$ cat config.mk
export PLATFORM = sky130hd
export DESIGN_NAME = audio_playback_flat
export DESIGN_NICKNAME = d
export VERILOG_FILES = /design/src/rtl/audio_playback_pkg.sv /design/src/rtl/audio_playback_if.sv /design/src/rtl/audio_playback.sv /design/src/flat_wrapper.sv
export SDC_FILE = /design/constraint.sdc
export NUM_CORES = 1
export LEC_CHECK = 0
export ABC_AREA = 0
export BUFFER_PORTS_ARGS = -buffer_cell sky130_fd_sc_hd__buf_2
export CAP_MARGIN = 20
export CORE_ASPECT_RATIO = 0.5
export CORE_UTILIZATION = 54
export CTS_BUF_LIST = sky130_fd_sc_hd__clkbuf_4
export CTS_CLUSTER_DIAMETER = 80
export CTS_CLUSTER_SIZE = 28
export DETAILED_ROUTE_END_ITERATION = 12
export PLACE_DENSITY = 0.83
export SLEW_MARGIN = 20
export SYNTH_ARGS = -nofsm -noshare
export SYNTH_HDL_FRONTEND = slang
export SYNTH_SLANG_ARGS = --single-unit
$ cat constraint.sdc
create_clock -name clk -period 4 [get_ports clk]
set_input_delay 0.4 -clock clk [delete_from_list [all_inputs] [get_ports clk]]
set_output_delay 0.4 -clock clk [all_outputs]
set_load 0.01 [all_outputs]
$ cat src/rtl/audio_playback_pkg.sv
// Shared types and constants for the audio playback block: FSM states,
// Avalon register indices and STATUS bit positions.
package aud_pkg;

  localparam int SAMPLE_BITS_DEF = 24;

  typedef enum logic [2:0] {
    ST_IDLE  = 3'd0,
    ST_PRIME = 3'd1,
    ST_LATCH = 3'd2,
    ST_READY = 3'd3,
    ST_DRAIN = 3'd4
  } play_state_t;

  localparam logic [2:0] REG_LOAD   = 3'd0;
  localparam logic [2:0] REG_SETPTR = 3'd1;
  localparam logic [2:0] REG_START  = 3'd2;
  localparam logic [2:0] REG_STOP   = 3'd3;
  localparam logic [2:0] REG_STATUS = 3'd4;
  localparam logic [2:0] REG_VOL    = 3'd5;

  localparam int STAT_BUSY     = 31;
  localparam int STAT_DONE     = 30;
  localparam int STAT_REJECT   = 29;
  localparam int STAT_UNDERRUN = 28;

endpackage

$ cat src/rtl/audio_playback_if.sv
// Avalon-MM slave bus used by the host to load samples and control playback.
interface audio_playback_if;
  logic        chipselect;
  logic        write;
  logic        read;
  logic [15:0] address;
  logic [31:0] writedata;
  logic [31:0] readdata;

  modport master (output chipselect, write, read, address, writedata,
                  input  readdata);
  modport slave  (input  chipselect, write, read, address, writedata,
                  output readdata);
endinterface

$ cat src/rtl/audio_playback.sv
// Host-to-codec playback: Avalon loads samples into BRAM, FSM streams them to the DAC.
// Optional attenuation register 5 is built when AUDIO_PLAYBACK_VOLUME_EN is defined.
module audio_playback
  import aud_pkg::*;
#(
  parameter int RAM_WORDS   = 48000,
  parameter int ADDR_BITS   = 16,
  parameter int SAMPLE_BITS = SAMPLE_BITS_DEF
) (
  input  logic                   clk,
  input  logic                   reset,
  audio_playback_if.slave        avl,
  input  logic                   advance,
  output logic [SAMPLE_BITS-1:0] dac_left,
  output logic [SAMPLE_BITS-1:0] dac_right,
  output logic [ADDR_BITS-1:0]   bram_wa,
  output logic                   bram_write,
  output logic [SAMPLE_BITS-1:0] bram_data_in,
  output logic [ADDR_BITS-1:0]   bram_ra,
  input  logic [SAMPLE_BITS-1:0] bram_data_out
);

  localparam logic [16:0]          LP_WORDS   = 17'(RAM_WORDS);
  localparam logic [ADDR_BITS-1:0] LP_WR_LAST = ADDR_BITS'(RAM_WORDS - 1);

  play_state_t            r_state, w_state_next;
  logic [ADDR_BITS-1:0]   r_wr_ptr;
  logic [15:0]            r_play_idx, r_last;
  logic                   r_loop, r_done, r_reject, r_underrun;
  logic [SAMPLE_BITS-1:0] r_next_smp, r_dac, w_dac_val;
  logic [31:0]            r_readdata;

  logic        w_wr, w_rd, w_busy;
  logic [2:0]  w_idx;
  logic [16:0] w_wd16, w_len;
  logic        w_load, w_setptr, w_start, w_stop;
  logic        w_emit, w_wrap, w_step, w_latch, w_dac_zero, w_set_done, w_set_underrun;
  logic        w_unused;

  assign w_wr     = avl.chipselect & avl.write;
  assign w_rd     = avl.chipselect & avl.read & ~avl.write;
  assign w_idx    = avl.address[2:0];
  assign w_busy   = (r_state != ST_IDLE);
  assign w_wd16   = {1'b0, avl.writedata[15:0]};
  assign w_len    = (w_wd16 > LP_WORDS) ? LP_WORDS : w_wd16;
  assign w_load   = w_wr && (w_idx == REG_LOAD);
  assign w_setptr = w_wr && (w_idx == REG_SETPTR);
  assign w_start  = w_wr && (w_idx == REG_START) && !w_busy && (w_wd16 != 17'd0);
  assign w_stop   = w_wr && (w_idx == REG_STOP);
  assign w_unused = ^{avl.address[15:3], avl.writedata[31:24]};

  always_ff @(posedge clk) begin
    if (!reset) r_state <= ST_IDLE;
    else        r_state <= w_state_next;
  end

  // STOP overrides everything, including an advance arriving in the same cycle.
  always_comb begin
    w_state_next   = r_state;
    w_emit         = 1'b0;
    w_wrap         = 1'b0;
    w_step         = 1'b0;
    w_latch        = 1'b0;
    w_dac_zero     = 1'b0;
    w_set_done     = 1'b0;
    w_set_underrun = 1'b0;
    if (w_stop) begin
      w_state_next = ST_IDLE;
      w_dac_zero   = 1'b1;
    end else begin
      case (r_state)
        ST_IDLE:  if (w_start) w_state_next = ST_PRIME;
        ST_PRIME: begin
          w_state_next   = ST_LATCH;
          w_set_underrun = advance;
        end
        ST_LATCH: begin
          w_state_next   = ST_READY;
          w_latch        = 1'b1;
          w_set_underrun = advance;
        end
        ST_READY: if (advance) begin
          w_emit = 1'b1;
          if (r_play_idx == r_last) begin
            if (r_loop) begin
              w_wrap       = 1'b1;
              w_state_next = ST_PRIME;
            end else begin
              w_state_next = ST_DRAIN;
            end
          end else begin
            w_step       = 1'b1;
            w_state_next = ST_PRIME;
          end
        end
        ST_DRAIN: if (advance) begin
          w_dac_zero   = 1'b1;
          w_set_done   = 1'b1;
          w_state_next = ST_IDLE;
        end
        default:  w_state_next = ST_IDLE;
      endcase
    end
  end

`ifdef AUDIO_PLAYBACK_VOLUME_EN
  logic [3:0] r_atten;

  always_ff @(posedge clk) begin
    if (!reset)                              r_atten <= 4'd0;
    else if (w_wr && (w_idx == REG_VOL))     r_atten <= avl.writedata[3:0];
  end

  assign w_dac_val = SAMPLE_BITS'($signed(r_next_smp) >>> r_atten);
`else
  assign w_dac_val = r_next_smp;
`endif

  always_ff @(posedge clk) begin
    if (!reset) begin
      r_wr_ptr     <= '0;
      r_play_idx   <= '0;
      r_last       <= '0;
      r_loop       <= 1'b0;
      r_done       <= 1'b0;
      r_reject     <= 1'b0;
      r_underrun   <= 1'b0;
      r_next_smp   <= '0;
      r_dac        <= '0;
      r_readdata   <= '0;
      bram_write   <= 1'b0;
      bram_wa      <= '0;
      bram_data_in <= '0;
    end else begin
      bram_write <= 1'b0;
      if (w_load && !w_busy) begin
        bram_write   <= 1'b1;
        bram_wa      <= r_wr_ptr;
        bram_data_in <= avl.writedata[SAMPLE_BITS-1:0];
        r_wr_ptr     <= (r_wr_ptr == LP_WR_LAST) ? '0 : r_wr_ptr + 1'b1;
      end
      if (w_setptr)
        r_wr_ptr <= (w_wd16 >= LP_WORDS) ? '0 : ADDR_BITS'(avl.writedata[15:0]);

      if (w_start) begin
        r_play_idx <= '0;
        r_last     <= 16'(w_len - 17'd1);
        r_loop     <= avl.writedata[16];
      end
      if (w_wrap) r_play_idx <= '0;
      if (w_step) r_play_idx <= r_play_idx + 16'd1;
      if (w_latch) r_next_smp <= bram_data_out;

      if (w_emit)          r_dac <= w_dac_val;
      else if (w_dac_zero) r_dac <= '0;

      // A flag raised in the same cycle as a STATUS read survives the clear.
      if (w_rd && (w_idx == REG_STATUS)) begin
        r_done     <= 1'b0;
        r_reject   <= 1'b0;
        r_underrun <= 1'b0;
      end
      if (w_set_done)          r_done     <= 1'b1;
      if (w_load && w_busy)    r_reject   <= 1'b1;
      if (w_set_underrun)      r_underrun <= 1'b1;

      if (w_rd) begin
        case (w_idx)
          REG_STATUS: r_readdata <= {w_busy, r_done, r_reject, r_underrun, 12'd0, r_play_idx};
`ifdef AUDIO_PLAYBACK_VOLUME_EN
          REG_VOL:    r_readdata <= {28'd0, r_atten};
`endif
          default:    r_readdata <= 32'd0;
        endcase
      end
    end
  end

  assign dac_left      = r_dac;
  assign dac_right     = r_dac;
  assign bram_ra       = ADDR_BITS'(r_play_idx);
  assign avl.readdata  = r_readdata;

endmodule

$ cat src/flat_wrapper.sv
// flat-port wrapper written by rule: the top's interface ports become plain ports
module audio_playback_flat import aud_pkg::*;
#(
  parameter int RAM_WORDS   = 48000,
  parameter int ADDR_BITS   = 16,
  parameter int SAMPLE_BITS = SAMPLE_BITS_DEF
)
  (clk, reset, advance, dac_left, dac_right, bram_wa, bram_write, bram_data_in, bram_ra, bram_data_out, avl_chipselect, avl_write, avl_read, avl_address, avl_writedata, avl_readdata);
  audio_playback_if avl_i ();
  input  logic clk;
  input  logic reset;
  input  logic advance;
  output logic [SAMPLE_BITS-1:0] dac_left;
  output logic [SAMPLE_BITS-1:0] dac_right;
  output logic [ADDR_BITS-1:0] bram_wa;
  output logic bram_write;
  output logic [SAMPLE_BITS-1:0] bram_data_in;
  output logic [ADDR_BITS-1:0] bram_ra;
  input  logic [SAMPLE_BITS-1:0] bram_data_out;
  input wire logic [$bits(avl_i.chipselect)-1:0] avl_chipselect;
  input wire logic [$bits(avl_i.write)-1:0] avl_write;
  input wire logic [$bits(avl_i.read)-1:0] avl_read;
  input wire logic [$bits(avl_i.address)-1:0] avl_address;
  input wire logic [$bits(avl_i.writedata)-1:0] avl_writedata;
  output wire logic [$bits(avl_i.readdata)-1:0] avl_readdata;
  assign avl_i.chipselect = avl_chipselect;
  assign avl_i.write = avl_write;
  assign avl_i.read = avl_read;
  assign avl_i.address = avl_address;
  assign avl_i.writedata = avl_writedata;
  assign avl_readdata = avl_i.readdata;
  audio_playback #(.RAM_WORDS(RAM_WORDS), .ADDR_BITS(ADDR_BITS), .SAMPLE_BITS(SAMPLE_BITS)) u_core (.clk(clk), .reset(reset), .avl(avl_i), .advance(advance), .dac_left(dac_left), .dac_right(dac_right), .bram_wa(bram_wa), .bram_write(bram_write), .bram_data_in(bram_data_in), .bram_ra(bram_ra), .bram_data_out(bram_data_out));
endmodule
Word level (Yosys, flattened, before mapping) --
Cells that the tools add are included. Widths: inputs -> output; s select.
Operators by class: add/subtract/negate cells 3, order comparisons 2, equality and inequality tests 13, multiplexer cells 41, bitwise gates (word level) 5, reductions and logical operators 23
Operators with widths (number):
- $mux 16 | 8
- $mux 24 | 2
- $add 16x1->16 const B | 2
- $mux 32 | 1
- $mux 1 | 24
- $reduce_bool 17->1 | 1
- $eq 16x16->1 | 1
- $eq 16x16->1 const B | 1
- $ge 16x16->1 const B | 1
- $gt 16x16->1 const B | 1
- $sub 16x1->16 const B | 1
- $mux 3 | 5
- $pmux 3 s5 | 1
- $eq 3x2->1 const B | 4
- $reduce_bool 2->1 | 5
- $logic_and 1x1->1 | 9
- $eq 3x1->1 const B | 2
- $eq 3x3->1 const B | 2
- $logic_not 3->1 | 2
- $reduce_bool 3->1 | 2
- $ne 2x2->1 const B | 2
- $reduce_or 2->1 | 2
- $and 1x1->1 | 3
- $reduce_and 3->1 | 1
- other kinds (3) | 4
Storage, ports and cells: register bits 176, input bits 78, output and inout port bits 137

Longest topological paths before layout --
depth after elaboration 7, gate-level depth with buffers 12, mapped depth without buffers 10

Least setup slack after synthesis --
Ideal clock, no wire load.
path type input-to-reg, from input port avl_writedata[3], to register u_core.r_last[14], library setup time 0.128 ns, arrival time 2.784 ns, required time 3.872 ns, path slack 1.089 ns, stages on the path 12, buffers on the path 2, cell sequence buf_2 > or4_4 > or3_1 > o31ai_2 > buf_4 > nand2_1 > ha_1 > nand2_1 > nor4_1 > xor2_1 > a22oi_1 > nor2_1
On the way: word-level cells in the longest chain between the ends 3, elaborated cells between the ends (all ways) 5, those cells by class 1 x add/sub; 1 x order compare; 1 x mux; 2 x reduce/logical
Ends and longest elaborated chain:
- start: declaration | line flat_wrapper.sv:24 | input wire logic [$bits(avl_i.writedata)-1:0] avl_writedata;
- $gt 16x16->1 | line audio_playback.sv:45 | assign w_len = (w_wd16 > LP_WORDS) ? LP_WORDS : w_wd16;
- $mux 16 | line audio_playback.sv:45
- $sub 16x1->16 | line audio_playback.sv:147 | r_last <= 16'(w_len - 17'd1);
- end signal: assignment | line audio_playback.sv:147
- end: declaration | line audio_playback.sv:28 | logic [15:0] r_play_idx, r_last;
Parallel ways exist; a longest one is shown, timed or not. A chain may end at the register's enable or synchronous reset.

Worst setup path in the final report --
from register u_core.r_state[2], to register u_core.r_play_idx[13] (netlist: u_core.bram_ra[13])
On the way: word-level cells in the longest chain between the ends 5, elaborated cells between the ends (all ways) 12, those cells by class 1 x eq/ne; 6 x mux; 5 x reduce/logical
Ends and longest elaborated chain:
- start: declaration | line audio_playback.sv:26 | play_state_t r_state, w_state_next;
- start signal: assignment | line audio_playback.sv:54 | else r_state <= w_state_next;
- $eq 3x2->1 or $reduce_bool 3->1 (tied branches) | line audio_playback.sv:71, audio_playback.sv:43
- $mux 1 or $logic_not 1->1 (tied branches) | line audio_playback.sv:71, audio_playback.sv:48
- $mux 1 or $logic_and 1x1->1 (tied branches) | line audio_playback.sv:67, audio_playback.sv:48
- $mux 16 or $logic_and 1x1->1 (tied branches) | line audio_playback.sv:150, audio_playback.sv:48
- $mux 16 or $reduce_bool 3->1 (tied branches)
- end signal: assignment | line audio_playback.sv:151 | if (w_step) r_play_idx <= r_play_idx + 16'd1;
- end: declaration | line audio_playback.sv:28
Parallel ways exist; a longest one is shown, timed or not.

==> key figures <==
Run status
  – Outcome: complete, no violations

Setup path
  – CP Capture Type: flop
  – Worst r2r dst: u_core.bram_ra[13]
  – Crit path depth: 6
  – Critical Path Fanout Max: 27
  – Crit-path most repeated cell: nor4_1
  – Crit start category: flop
  – CP bufs+invs: 0
  – Setup crit end: u_core.bram_ra[13]
  – Critical Path Source: u_core.r_state[2]
  – Reg2reg start: u_core.r_state[2]
  – CP Cell Sequence: nor4_1 > and3_1 > a21boi_2 > o21ai_1 > nor4_1 > mux2_1
  – WP data required: 4450 ps
  – Reg2Reg Setup Slack: 910 ps
  – Crit Path Category: reg2reg
  – Register-to-Register Path Depth: 6
  – CP max stage cell: a21boi_2
  – Largest stage delay on the critical path: just over 800 ps
  – Top Family by Delay on Critical Path: compound AO/OA/AOI/OAI gates
  – Data arrival, critical path: 3550 ps

Floorplanning
  – I/O Pins: 215
  – Die width: 167 um
  – Starting density of the core: 56.8%
  – DIE HEIGHT: 84.5 um
  – Core ar.: about 13000 um^2
  – Die area: 14100 um^2
  – Row count: 29

Timing
  – Final period utilization: 77.4%
  – RSZ-0062 raised after global routing: false
  – Worst setup margin: about 910 ps
  – Hold Vio Cnt, Final: 0
  – Setup TNS: 0 ps
  – Final Max Slew Viols: 0
  – Max-slew headroom: 23.4%
  – Fmax: 323 MHz
  – Final setup viols: 0
  – Worst slew pin tran: 1140 ps
  – Tmin final: 3090 ps
  – Worst clock skew: 30.3 ps

Synthesis
  – Synth Area in Compound Gates: 20.0%
  – Post-synth EDFFs: 0
  – Synthesized area per cell: 8.00 um^2
  – Register area share after synthesis: 44.6%
  – Commonest cells post-synth: nand2_1 (167), dfxtp_1 (164), a21oi_1 (100)
  – Top-count cell post-synth: nand2_1
  – Main combinational cell family by area after synthesis: simple AND/OR/NAND/NOR gates
  – Post-synthesis cell count: 920
  – Syn. warnings: 0
  – Cell variety after synth: between 60 and 70
  – Synth area leaders: dfxtp_1 (45%), nand2_1 (8.5%), a21oi_1 (6.8%)
  – Multiplexer share of the synthesized area: 0.646%
  – Post-synthesis register bit count: about 160
  – Fraction of synthesized cell area in xor and xnor cells: 3.57%
  – Post-Synth Simple-Gate Area: 22.6%
  – Primary FF master, synth: dfxtp_1
  – Async S/R FF share, synth: 0%
  – Largest area contributor in the netlist: dfxtp_1
  – Synth Area in Adders: less than 1%
  – Post-synth top area share: between 40% and 50%
  – Mapped cell area: 7360 um^2

Clock tree
  – Clk sinks: 164
  – Htree depth: 4
  – CTS tree: done
  – Worst-Skew Late Latency: around 560 ps
  – Clock tree root buffer cell: clkbuf_4
  – Post_cts resized: 0
  – Setup Buffers After CTS: 0
  – Reg clk slew, reported paths: 160 ps
  – CTS Hold Bufs: 0
  – Longest Clk Path Bufs: 2
  – Number of buffers created by CTS: 17

Routing
  – Via Count: 7080
  – Via/cell ratio: 5.81
  – Final ANT Viol Nets: 0
  – Final WL: around 19 mm
  – Top layer reached by signal wires: met4
  – WL/cell: approximately 16 um
  – Detail Route met2 WL: 9.01 mm
  – M1 WL: 8.61 mm
  – Initial DRC Count: 579
  – # DRC: 0
  – Metal3 WL: 1.47 mm
  – Drt pass-1 iters: 5

Place
  – Placed cell areas: slightly above 8000 um^2
  – IO buf count: 181
  – RePlAce Congestion: 0.901
  – Place WS: between 900 and 1000 ps
  – DPL Wire Length: 13.1 mm

GRT
  – Initial antenna violation count: 0
  – Vias in the first global route: approximately 6500
  – Grt ovf: 0
  – GRT Total Usage: 27.7%
  – Global-route wire length before repair: 31.8 mm
  – Pin count of the biggest net entering global routing: 89

Final layout
  – Layout fillers: 1127
  – Fraction of layout cells with a size suffix above 1: 22.9%
  – P&R area growth vs syn: 13.7%
  – Final instance area: 8360 um^2
  – # nets final: 1117
  – Number of diodes: 0

Power
  – Reg power frac: 57.7%
  – Clock Power Share: ~33%
  – Pwr dens: 351 nW/um^2
  – Total Power: 2.94 mW
  – Sw Ratio: 29.1%
  – Max IR drop VDD: 0.179 mV
  – Leakage: around 3.4 nW
  – Pint: ~2.1 mW
  – P_sw: 0.855 mW
  – Power share of the combinational group: under 10%

Hold path
  – Worst hold-check path type: in2reg

Flow run
  – Max cap viols: 0
==> cells by family after synthesis <==
kind of cell / count (synthesis)
AND/OR/NAND/NOR: 365
AO/OA/AOI/OAI: 237
flip-flops: 164
buffers and inverters: 116
XOR/XNOR: 30
multiplexers: 4
adder cells (fa/ha/maj): 3
other: 1
==> cell usage in the layout (no fill, tap or decap), types with 12 or more instances in the layout <==
| cell | netlist | layout |
|---|---|---|
| a21oi_1 | 100 | 99 |
| a22oi_1 | 50 | 50 |
| a31oi_1 | 13 | 13 |
| buf_2 | 4 | 181 |
| clkbuf_4 | 0 | 18 |
| conb_1 | 1 | 12 |
| dfxtp_1 | 164 | 164 |
| nand2_1 | 167 | 167 |
| nand3_1 | 22 | 22 |
| nor2_1 | 89 | 89 |
| nor3_1 | 13 | 13 |
| o21ai_0 | 33 | 32 |
| xor2_1 | 26 | 26 |
==> registers in the layout, summed over array words and instances (netlist names) <==
| signal | flops |
|---|---|
| u_core.bram_wa | 16 |
| u_core.r_loop | 1 |
| u_core.r_wr_ptr | 16 |
| u_core.r_reject | 1 |
| u_core.dac_left | 24 |
| u_core.r_last | 16 |
| u_core.r_done | 1 |
| u_core.bram_data_in | 24 |
| u_core.bram_write | 1 |
| u_core.r_underrun | 1 |
| u_core.r_state | 3 |
| u_core.avl.readdata | 20 |
| u_core.bram_ra | 16 |
| u_core.r_next_smp | 24 |
==> worst min-delay path by stage <==
| stage | slack, ps | to | depth (start not counted) | from |
|---|---|---|---|---|
| after floorplan | 440 | u_core.r_next_smp[0] | 2 | u_core.r_next_smp[0] |
| after global placement | 440 | u_core.bram_data_in[6] | 2 | u_core.bram_data_in[6] |
| after detailed placement | 450 | u_core.bram_wa[4] | 2 | u_core.bram_wa[4] |
| after CTS | 30 | u_core.bram_data_in[18] | 3 | avl_writedata[18] |
| after global routing | 10 | u_core.bram_data_in[18] | 3 | avl_writedata[18] |
| final | 50 | u_core.bram_data_in[18] | 3 | avl_writedata[18] |
==> metal layers <==
| layer | vias up | track usage, % |
|---|---|---|
| li1 | 3394 | - |
| met1 | 3349 | 37.7 |
| met2 | 315 | 45.5 |
| met3 | 22 | 4.95 |
| met4 | 0 | 7.24 |
| met5 | - | 0 |
==> power groups by stage <==
stage	Sequential [mW]	Clock, mW	Combinational (mW)
6_report	1.70	0.970	0.273
5_1_grt	1.70	1.07	0.299
4_1_cts	1.69	0.988	0.268
3_5_place_dp	1.73	0	0.266
3_3_place_gp	1.73	0	0.259
2_1_floorplan	1.71	0	0.197
==> metrics by stage <==
stage / util (%) / cells / hold slack, ps
after detailed placement: 62.4 / 1187 / 447
after global placement: 62.4 / 1187 / 439
after CTS: 64.5 / 1219 / 26.4
after global routing: 64.6 / 1219 / 13.5
after floorplan: - / 931 / 437
final: 64.6 / 1219 / 48.8
==> worst min-delay path, stage by stage <==
cell     delay [ps]
buf_2            90
nand2_1          40
a21oi_1          50
==> area by class of cell <==
| type | count | area [um^2] | area share [%] |
|---|---|---|---|
| Clock inverter | 14 | 139 | 1.66 |
| Multi-Input combinational cell | 651 | 3570 | 42.7 |
| Sequential cell | 164 | 3280 | 39.3 |
| Timing Repair Buffer | 191 | 981 | 11.7 |
| Tap cell | 170 | 213 | 2.54 |
| Inverter | 11 | 43.8 | 0.524 |
| Clock buffer | 18 | 135 | 1.62 |
(Power assumes the default switching activity.)
